$ cat src/rtl/ctrl_pkg.sv
// Shared definitions for the TinyV multicycle controller: state codes,
// opcode and ALU-operation constants, and PC write-select encodings.
package ctrl_pkg;

    typedef enum logic [3:0] {
        S_FETCH     = 4'd0,
        S_DECODE    = 4'd1,
        S_ALU_EX    = 4'd2,
        S_ALU_WB    = 4'd3,
        S_ALUI_EX   = 4'd4,
        S_ALUI_WB   = 4'd5,
        S_LDST_ADDR = 4'd6,
        S_LD_MEM    = 4'd7,
        S_LD_WB     = 4'd8,
        S_ST_MEM    = 4'd9,
        S_BR        = 4'd10,
        S_JMP       = 4'd11,
        S_JMPI      = 4'd12,
        S_TRAP      = 4'd13,
        S_HALT      = 4'd14
    } state_t;

    localparam int unsigned OP_ALU  = 0;
    localparam int unsigned OP_ALUI = 1;
    localparam int unsigned OP_LD   = 2;
    localparam int unsigned OP_ST   = 3;
    localparam int unsigned OP_BR   = 4;
    localparam int unsigned OP_JMP  = 5;
    localparam int unsigned OP_JMPI = 6;
    localparam int unsigned OP_HALT = 7;

    localparam int unsigned ALU_ADD = 0;
    localparam int unsigned ALU_CMP = 1;

    localparam logic [1:0] PCW_ALU  = 2'b00;
    localparam logic [1:0] PCW_BR   = 2'b01;
    localparam logic [1:0] PCW_JMP  = 2'b10;
    localparam logic [1:0] PCW_TRAP = 2'b11;

endpackage

$ cat src/rtl/ctrl_wait_timer.sv
// Memory wait-state counter: counts enabled cycles up to MAX and flags the
// limit; MAX = 0 never flags.
module ctrl_wait_timer #(
    parameter int MAX = 15
) (
    input  logic clk,
    input  logic rst_n,
    input  logic clr,
    input  logic en,
    output logic timeout
);

    localparam int CW = (MAX > 0) ? $clog2(MAX + 1) : 1;
    localparam logic [CW-1:0] LIMIT = CW'(MAX);

    logic [CW-1:0] cnt_q, cnt_d;

    always_comb begin
        cnt_d = cnt_q;
        if (clr) begin
            cnt_d = '0;
        end else if (en && (cnt_q != LIMIT)) begin
            cnt_d = cnt_q + CW'(1);
        end
    end

    always_ff @(posedge clk or negedge rst_n) begin
        if (!rst_n) begin
            cnt_q <= '0;
        end else begin
            cnt_q <= cnt_d;
        end
    end

    assign timeout = (MAX > 0) && (cnt_q == LIMIT);

endmodule

$ cat src/rtl/multicycle_ctrl.sv
// TinyV multicycle control FSM: fetch/decode/execute/memory/write-back with
// a req/ready memory handshake, wait timeout, branches, HALT and trap.
module multicycle_ctrl
    import ctrl_pkg::*;
#(
    parameter int OPC_W       = 4,
    parameter int ALUOP_W     = 2,
    parameter int MEM_TIMEOUT = 15,
    parameter int TRAP_EN     = 1
) (
    input  logic               clk,
    input  logic               reset,
    input  logic [OPC_W-1:0]   codop,
    input  logic               aluZero,
    input  logic               memReady,
    output logic               memReq,
    output logic               memWrCtl,
    output logic               memAdrSel,
    output logic               irWr,
    output logic               pcCtrl,
    output logic [1:0]         pcWrSel,
    output logic [ALUOP_W-1:0] aluOp,
    output logic               aluASel,
    output logic [1:0]         aluBSel,
    output logic               regWCtl,
    output logic               regDataSel,
    output logic [1:0]         regWSel,
    output logic [3:0]         state,
    output logic               illegal,
    output logic               busErr,
    output logic               halted
);

    localparam logic [ALUOP_W-1:0] AOP_ADD = ALUOP_W'(ALU_ADD);
    localparam logic [ALUOP_W-1:0] AOP_CMP = ALUOP_W'(ALU_CMP);
    localparam state_t S_FAULT = (TRAP_EN != 0) ? S_TRAP : S_FETCH;

    state_t      state_q, state_d;
    logic        illegal_q, illegal_d;
    logic        busErr_q, busErr_d;
    logic        wait_en, wait_clr, wait_to, to_hit;
    logic [31:0] op;

    assign op     = 32'(codop);
    assign to_hit = wait_to && !memReady;

    always_comb begin
        state_d    = state_q;
        illegal_d  = illegal_q;
        busErr_d   = busErr_q;
        wait_en    = 1'b0;
        memReq     = 1'b0;
        memWrCtl   = 1'b0;
        memAdrSel  = 1'b0;
        irWr       = 1'b0;
        pcCtrl     = 1'b0;
        pcWrSel    = PCW_ALU;
        aluOp      = AOP_ADD;
        aluASel    = 1'b0;
        aluBSel    = 2'b00;
        regWCtl    = 1'b0;
        regDataSel = 1'b0;
        regWSel    = 2'b00;
        halted     = 1'b0;
        case (state_q)
            S_FETCH: begin
                memReq  = 1'b1;
                wait_en = !memReady;
                if (memReady) begin
                    irWr    = 1'b1;
                    pcCtrl  = 1'b1;
                    state_d = S_DECODE;
                end else if (to_hit) begin
                    busErr_d = 1'b1;
                    state_d  = S_FAULT;
                end
            end
            S_DECODE: begin
                aluBSel = 2'b10;
                case (op)
                    OP_ALU:        state_d = S_ALU_EX;
                    OP_ALUI:       state_d = S_ALUI_EX;
                    OP_LD, OP_ST:  state_d = S_LDST_ADDR;
                    OP_BR:         state_d = S_BR;
                    OP_JMP:        state_d = S_JMP;
                    OP_JMPI:       state_d = S_JMPI;
                    OP_HALT:       state_d = S_HALT;
                    default: begin
                        illegal_d = 1'b1;
                        state_d   = S_FAULT;
                    end
                endcase
            end
            S_ALU_EX: begin
                aluASel = 1'b1;
                state_d = S_ALU_WB;
            end
            S_ALU_WB: begin
                regWCtl    = 1'b1;
                regDataSel = 1'b1;
                state_d    = S_FETCH;
            end
            S_ALUI_EX: begin
                aluASel = 1'b1;
                aluBSel = 2'b01;
                state_d = S_ALUI_WB;
            end
            S_ALUI_WB: begin
                regWCtl    = 1'b1;
                regDataSel = 1'b1;
                regWSel    = 2'b01;
                state_d    = S_FETCH;
            end
            S_LDST_ADDR: begin
                aluASel = 1'b1;
                aluBSel = 2'b10;
                if (op == OP_LD) begin
                    state_d = S_LD_MEM;
                end else if (op == OP_ST) begin
                    state_d = S_ST_MEM;
                end else begin
                    state_d = S_FETCH;
                end
            end
            S_LD_MEM, S_ST_MEM: begin
                memReq    = 1'b1;
                memAdrSel = 1'b1;
                memWrCtl  = (state_q == S_ST_MEM);
                wait_en   = !memReady;
                if (memReady) begin
                    state_d = (state_q == S_LD_MEM) ? S_LD_WB : S_FETCH;
                end else if (to_hit) begin
                    busErr_d = 1'b1;
                    state_d  = S_FAULT;
                end
            end
            S_LD_WB: begin
                regWCtl = 1'b1;
                regWSel = 2'b01;
                state_d = S_FETCH;
            end
            S_BR: begin
                aluOp   = AOP_CMP;
                aluASel = 1'b1;
                pcWrSel = PCW_BR;
                pcCtrl  = aluZero;
                state_d = S_FETCH;
            end
            S_JMP: begin
                pcWrSel = PCW_JMP;
                pcCtrl  = 1'b1;
                state_d = S_FETCH;
            end
            S_JMPI: begin
                pcCtrl  = 1'b1;
                state_d = S_FETCH;
            end
            S_TRAP: begin
                pcWrSel = PCW_TRAP;
                pcCtrl  = 1'b1;
                state_d = S_FETCH;
            end
            S_HALT: begin
                halted = 1'b1;
            end
            default: state_d = S_FETCH;
        endcase
        // Outputs are forced low while reset is held so memReq drops at once.
        if (!reset) begin
            memReq    = 1'b0;
            irWr      = 1'b0;
            pcCtrl    = 1'b0;
            aluOp     = '0;
            halted    = 1'b0;
            memWrCtl  = 1'b0;
            memAdrSel = 1'b0;
            pcWrSel   = '0;
            aluASel   = 1'b0;
            aluBSel   = '0;
            regWCtl   = 1'b0;
            regDataSel = 1'b0;
            regWSel   = '0;
        end
    end

    // A timeout that falls back to FETCH without a state change still restarts the count.
    assign wait_clr = (state_d != state_q) || to_hit;

    ctrl_wait_timer #(.MAX(MEM_TIMEOUT)) u_wait_timer (
        .clk     (clk),
        .rst_n   (reset),
        .clr     (wait_clr),
        .en      (wait_en),
        .timeout (wait_to)
    );

    always_ff @(posedge clk or negedge reset) begin
        if (!reset) begin
            state_q   <= S_FETCH;
            illegal_q <= 1'b0;
            busErr_q  <= 1'b0;
        end else begin
            state_q   <= state_d;
            illegal_q <= illegal_d;
            busErr_q  <= busErr_d;
        end
    end

    assign state   = state_q;
    assign illegal = illegal_q;
    assign busErr  = busErr_q;

endmodule

$ cat config.mk
export PLATFORM = sky130hd
export DESIGN_NAME = multicycle_ctrl
export DESIGN_NICKNAME = d
export VERILOG_FILES = /design/src/rtl/ctrl_pkg.sv /design/src/rtl/ctrl_wait_timer.sv /design/src/rtl/multicycle_ctrl.sv
export SDC_FILE = /design/constraint.sdc
export NUM_CORES = 1
export LEC_CHECK = 0
export CORE_MARGIN = 1
export CORE_UTILIZATION = 47
export DETAILED_ROUTE_END_ITERATION = 10
export HOLD_SLACK_MARGIN = 0.12
export PLACE_DENSITY = 0.8
export SETUP_SLACK_MARGIN = 0.15
export SKIP_CTS_REPAIR_TIMING = 1
export SLEW_MARGIN = 5
export SYNTH_ARGS = -nofsm -noshare
export SYNTH_HDL_FRONTEND = slang
export SYNTH_SLANG_ARGS = --single-unit
$ cat constraint.sdc
create_clock -name clk -period 2.15 [get_ports clk]
set_clock_uncertainty 0.05 [all_clocks]
set_input_delay 0.645 -clock clk [delete_from_list [all_inputs] [get_ports clk]]
set_output_delay 0.645 -clock clk [all_outputs]
set_load 0.005 [all_outputs]
==> results.md, run 1 <==
- Outcome: finished with violations
- Failing checks: negative setup slack
- Worst hold margin: approximately 280 ps
- Cell count after synthesis: 141
- First-pass GRT wire length: between 5 and 6 mm
- Placeable Area: just over 0.002 mm2
- Final setup margin: -228 ps
- Sw Ratio: 0.465
- Tmin final: around 2400 ps
- Total power: roughly 2400 uW
- Largest net degree at the start of global routing: 12
- DRC Markers: 0
- Net Sw Power: approximately 1100 uW
- Max Freq: between 400 and 500 MHz
- Design area: 0.00193 mm2
- Worst setup SP type: flop
- DP Wirelength: about 2.6 mm
- Number of global-route vias before repair: 1368
- Share of cells above drive strength 1: 0.457
- Max-Cap Viols: 0
- Synthesized area: 0.00104 mm2
- Antenna Cells: 0
- CTS sink cnt: 10
- Required @ worst endpoint: roughly 1500 ps
- GRT Overall Usage: 0.303
- DP Area: roughly 0.0016 mm2
- Asr flop ratio synth: 1.00
- IO Pins: 31
- Setup TNS: -1420 ps
- Initial detailed-routing violation count: 100
- Gpl congestion: just under 0.9
- Root buf cell: clkbuf_4
- CTS H-tree depth: 1
- Post-DR wirelength/cell: around 23 um
- FF-to-FF Start: state[1]$_DFF_PN0_
- Critical path fanouts, max: 7
- Gate power share: 0.794
- Min-Delay Path Class: in -> async
- CTS max path bufs: 2
- DIE WIDTH: 49.1 um
- RSZ-0062 raised after global routing: yes
- Row count: 16
- Crit path DAT: 1680 ps
- Synth warn: 0
- DRT Wirelength: 5.59 mm
- Fillers: 49
- CTS Buf Count: 3
- Register clock-pin slew on the reported worst setup and hold paths: about 70 ps
- Clock share of power: 0.075
- FF-to-FF setup slack: -90 ps
- Initial Utilization: 0.515
- Pins Over Slew Limit: 0
- Crit path capture type: primary output
- Nets: around 230
- Post-DRT Antenna Nets: 0
- Number of port buffers: 28
- End of the worst register-to-register path: u_wait_timer.cnt_q[3]$_DFFE_PN0P_
- Launch point of the critical path: state[2]$_DFF_PN0_
- Sequential share of the synthesized area: 0.240
- Die area: 0.00241 mm2
- Top cell type's share of synthesized area: 0.240
- Main flop type after synthesis: dfrtp_1
- CTS tree: yes
- Number of synthesized flops with an enable pin: 0
- Worst skew pair latency: 280 ps
- Peak VDD IR: approximately 1000 uV
- Synth area leader: dfrtp_1
- PwrDens: 1230 mW/mm2
- Vias: 1656
- Die height: about 49 um
- Via density: 6.73
- Setup Viol. Count Final: 16
- 1st-pass router iterations: 4
- Post-synth cell types: between 40 and 50
- GR Overflow Total: 0
- Cells on worst reg2reg path: 7
- Critical path class: reg -> out
- Number of synthesized register bits: 10
- Post-placement setup slack: -600 ps
- Lkg Pwr: between 0.001 and 0.0015 uW
- Initial antenna violation count: 0
- Internal: roughly 1300 uW
- Share of power burned in registers: 0.132
- Fin crit share: 1.11
- Synthesized area per cell: around 7.4 um2
- Final hold violation count: 0
- Top cells by area, synth: dfrtp_1, nor2_1, nand3b_1, nor3_1, a21oi_1
- Area grow syn2layout: 85.2%
kinds of logic after synthesis:
family / Yosys count / synth area share
mux: 2 / 0.0192
buf+inv: 18 / 0.0841
compound gates: 34 / 0.232
simple gates: 71 / 0.375
flops: 10 / 0.240
other cells: 1 / 0.00360
fa+ha+maj: 1 / 0.0120
xor+xnor: 4 / 0.0337
cell usage in the layout (no fill, tap or decap), types with 5 or more instances in the layout:
cell,n
buf_4,46
nor2_1,18
dlymetal6s2s_1,16
buf_6,11
nand2_1,7
dfrtp_1,7
nand3b_1,6
buf_2,6
a21oi_1,5
how the worst max path moves through the flow:
| stage | endpoint | slack (ps) | cells after the start |
|---|---|---|---|
| after floorplan | u_wait_timer.cnt_q[2]$_DFFE_PN0P_ | 70 | 6 |
| after global placement | pcCtrl | -580 | 4 |
| after detailed placement | pcCtrl | -600 | 4 |
| after CTS | pcCtrl | -600 | 4 |
| after global routing | aluBSel[1] | -270 | 4 |
| final | aluBSel[1] | -230 | 4 |
state kept, by name, summed over array words and instances (netlist names):
name                cells
busErr                  1
state                   4
u_wait_timer.cnt_q      4
illegal                 1
cells in the mapped netlist (all sizes together), types with 2 or more instances:
master   n
a31oi    2
and3     3
nand3b   6
nor3     7
o211ai   2
clkbuf   5
nor4     3
nand3    4
nand2b   3
dfrtp   10
xor2     3
o22ai    4
nor2b    4
inv      5
o21ai    8
or4b     2
mux2i    2
nor2    22
nand4    2
o211a    2
or3      2
nand2    8
buf      8
a21oi    6
critical path: stages, from the launching register on:
cell	delay, ps
dfrtp_1	420
buf_4	190
or3b_1	410
a21oi_1	210
dlymetal6s2s_1	170
layout make-up:
type / instances / area, um2 / share of cell area
clock buffer: 4 / 36.3 / 0.0188
multi-input combinational: 114 / 826 / 0.428
timing repair buffer: 86 / 754 / 0.391
inverter: 5 / 23.8 / 0.0123
tap: 27 / 33.8 / 0.0175
sequential: 10 / 254 / 0.132
routing by layer:
metal / GRT usage / up-vias / wire length [um]
li1: - / 668 / -
met2: 0.541 / 157 / 2520
met4: 0.0980 / 0 / 413
met3: 0.0312 / 55 / 644
met1: 0.377 / 776 / 2010
met5: 0 / - / 0
through the flow:
stage | utilization | std cells
4_1_cts | 0.823 | 233
3_5_place_dp | 0.805 | 229
6_report | 0.954 | 246
5_1_grt | 0.954 | 246
2_1_floorplan | - | 142
3_3_place_gp | 0.805 | 229
power groups by stage:
stage	sequential [uW]	combinational, uW	clock [uW]
3_3_place_gp	283	1330	0
2_1_floorplan	260	716	0
6_report	313	1880	177
4_1_cts	286	1370	172
5_1_grt	312	1950	189
3_5_place_dp	288	1360	0
(Power assumes the default switching activity.)
==> inputs of run 2 (changes only) <==
- ABC_AREA: not set -> 1
- CORE_UTILIZATION: 47 -> 46
- PLACE_DENSITY: 0.8 -> 0.79
==> run 2 against run 1 <==
  * The flow still finishes with violations (negative setup slack)
  * Sequential power rose by 7.3%
  * Critical endpoint unchanged
  * Synthesized cell count rose by 9.9%
  * Area after synthesis fell by 5.4%
  * Cell area fell by 3.4%
  * Highest routed layer unchanged
  * Count of clock-buffer cells in the layout did not move
  * Largest power group unchanged
  * Largest cell class unchanged
  * Power rose by 7.4%
==> results.md, run 2 <==
- Gate power share: 0.798
- Initial antenna violation count: 0
- Die area: 0.00233 mm2
- Initial detailed-routing violation count: between 150 and 200
- Gpl congestion: 0.937
- Critical path fanouts, max: 4
- Most frequent cell after synthesis: nand2_1
- Post-Place Cells: roughly 250
- DRC Markers: 0
- Commonest non-fill, non-tap cell in the layout: buf_4
- Max-Cap Viols: 0
- Clock share of power: 0.070
- CTS sink cnt: 10
- Top cells by area, synth: dfrtp_1, nand2_1, nor2_1, inv_1, nand3_1
- Number of synthesized register bits: 10
- Fin crit share: 1.08
- Area grow syn2layout: 89.1%
- CTS Buf Count: 3
- Number of global-route vias before repair: approximately 1100
- Initial Utilization: 0.497
- CTS tree: yes
- CTS max path bufs: 2
- Final std cells w/o fill: ~260
- Final setup margin: -164 ps
- Outcome: finished with violations
- Nets: around 250
- Crit path DAT: roughly 1600 ps
- Synth cell count leaders: nand2_1, nor2_1, inv_1
- IO Pins: 31
- Antenna Cells: 0
- Lkg Pwr: between 0.001 and 0.0015 uW
- Top cell type's share of synthesized area: 0.254
- Max Freq: roughly 430 MHz
- Required @ worst endpoint: ~1500 ps
- Tmin final: 2310 ps
- Setup Viol. Count Final: 15
- DIE WIDTH: between 40 and 50 um
- Synthesized area: 985 um2
- GR Overflow Total: 0
- Post-DRT Antenna Nets: 0
- Main flop type after synthesis: dfrtp_1
- Internal: ~1200 uW
- Number of port buffers: 28
- First-pass GRT wire length: approximately 4.7 mm
- Via density: about 6.3
- Root buf cell: clkbuf_4
- Most frequent cells in the layout: buf_4, nand2_1, nand3_1
- Largest net degree at the start of global routing: 11
- Share of cells above drive strength 1: 0.572
- Peak VDD IR: roughly 1200 uV
- Critical path class: reg -> out
- 1st-pass router iterations: 4
- Total power: around 2500 uW
- Synth area leader: dfrtp_1
- Final hold violation count: 0
- Setup TNS: -1460 ps
- Die height: 48.3 um
- Asr flop ratio synth: 1.00
- Worst setup SP type: flop
- Failing checks: negative setup slack
- Synthesized area per cell: around 6.4 um2
- DRT Wirelength: 5.71 mm
- Sw Ratio: 0.516
- Net Sw Power: 1320 uW
- RSZ-0062 raised after global routing: yes
- Vias: between 1500 and 2000
- Cell count after synthesis: 155
- Number of synthesized flops with an enable pin: 0
- Register clock-pin slew on the reported worst setup and hold paths: approximately 80 ps
- Worst skew pair latency: roughly 270 ps
- Share of power burned in registers: 0.132
- Synth warn: 0
- PwrDens: roughly 1400 mW/mm2
- FF-to-FF setup slack: ~30 ps
- Min-Delay Path Class: reg -> reg
- DP Wirelength: 2.49 mm
- Post-DR wirelength/cell: approximately 22 um
- Placeable Area: just under 0.002 mm2
- Crit path capture type: primary output
- Pins Over Slew Limit: 0
- Sequential share of the synthesized area: 0.254
- Row count: 16
- Worst hold margin: 436 ps
- Post-synth cell types: 28
- GRT Overall Usage: 0.293
- CTS H-tree depth: 1
==> run 2: kinds of logic (layout without fill, tap and decap cells) <==
kind of cell	count (synthesis)	in the layout	synth area share
DFF	10	10	0.254
adders and majority gates	1	1	0.0127
AOI/OAI and AO/OA	20	20	0.126
and+or+nand+nor	95	95	0.484
other	1	2	0.00381
buffers and inverters	27	107	0.111
xor gates and xnor gates	1	1	0.00890
==> run 2: cell type report <==
type	instances	area, um2
Fill cell	73	120
Tap cell	27	33.8
Multi-Input combinational cell	119	785
Timing Repair Buffer	79	652
Inverter	24	100
Sequential cell	10	255
Clock buffer	4	36.3
==> run 2: worst paths after layout <==
path / start / cells past startpoint / endpoint
worst max-delay path: state[1]$_DFF_PN0_ / 7 / aluBSel[1]
worst min-delay path: busErr$_DFFE_PN0P_ / 1 / busErr$_DFFE_PN0P_
worst max register to register: state[1]$_DFF_PN0_ / 13 / u_wait_timer.cnt_q[2]$_DFFE_PN0P_
worst min register to register: busErr$_DFFE_PN0P_ / 1 / busErr$_DFFE_PN0P_
max in group asynchronous: reset / 3 / state[2]$_DFF_PN0_
min in group asynchronous: reset / 3 / u_wait_timer.cnt_q[3]$_DFFE_PN0P_
==> run 2: metal layers <==
| layer | wire length, um | global-route usage |
|---|---|---|
| met1 | 1860 | 0.356 |
| met2 | 2610 | 0.469 |
| met3 | 648 | 0.0741 |
| met4 | 589 | 0.167 |
| met5 | 0 | 0 |
==> run 2: power groups by stage <==
stage | clock [uW] | sequential (uW) | combinational, uW
4_1_cts | 179 | 289 | 1380
3_3_place_gp | 0 | 286 | 1310
5_1_grt | 185 | 340 | 2110
2_1_floorplan | 0 | 297 | 661
6_report | 177 | 336 | 2030
3_5_place_dp | 0 | 291 | 1360
==> run 2: critical path, stage by stage (launching register included) <==
cell and delay, ps:
dfrtp_2 450, buf_6 140, inv_4 70, nand2_1 120, nor2_2 220, inv_2 90
a21oi_2 140, clkbuf_2 130
==> run 2: per-stage QoR <==
step | setup slack (ps) | area, um2 | utilization
floorplan | 263 | 988 | -
global placement | -578 | 1570 | 0.792
detailed placement | -648 | 1570 | 0.792
CTS | -656 | 1610 | 0.810
global route | -235 | 1860 | 0.939
finish | -164 | 1860 | 0.939
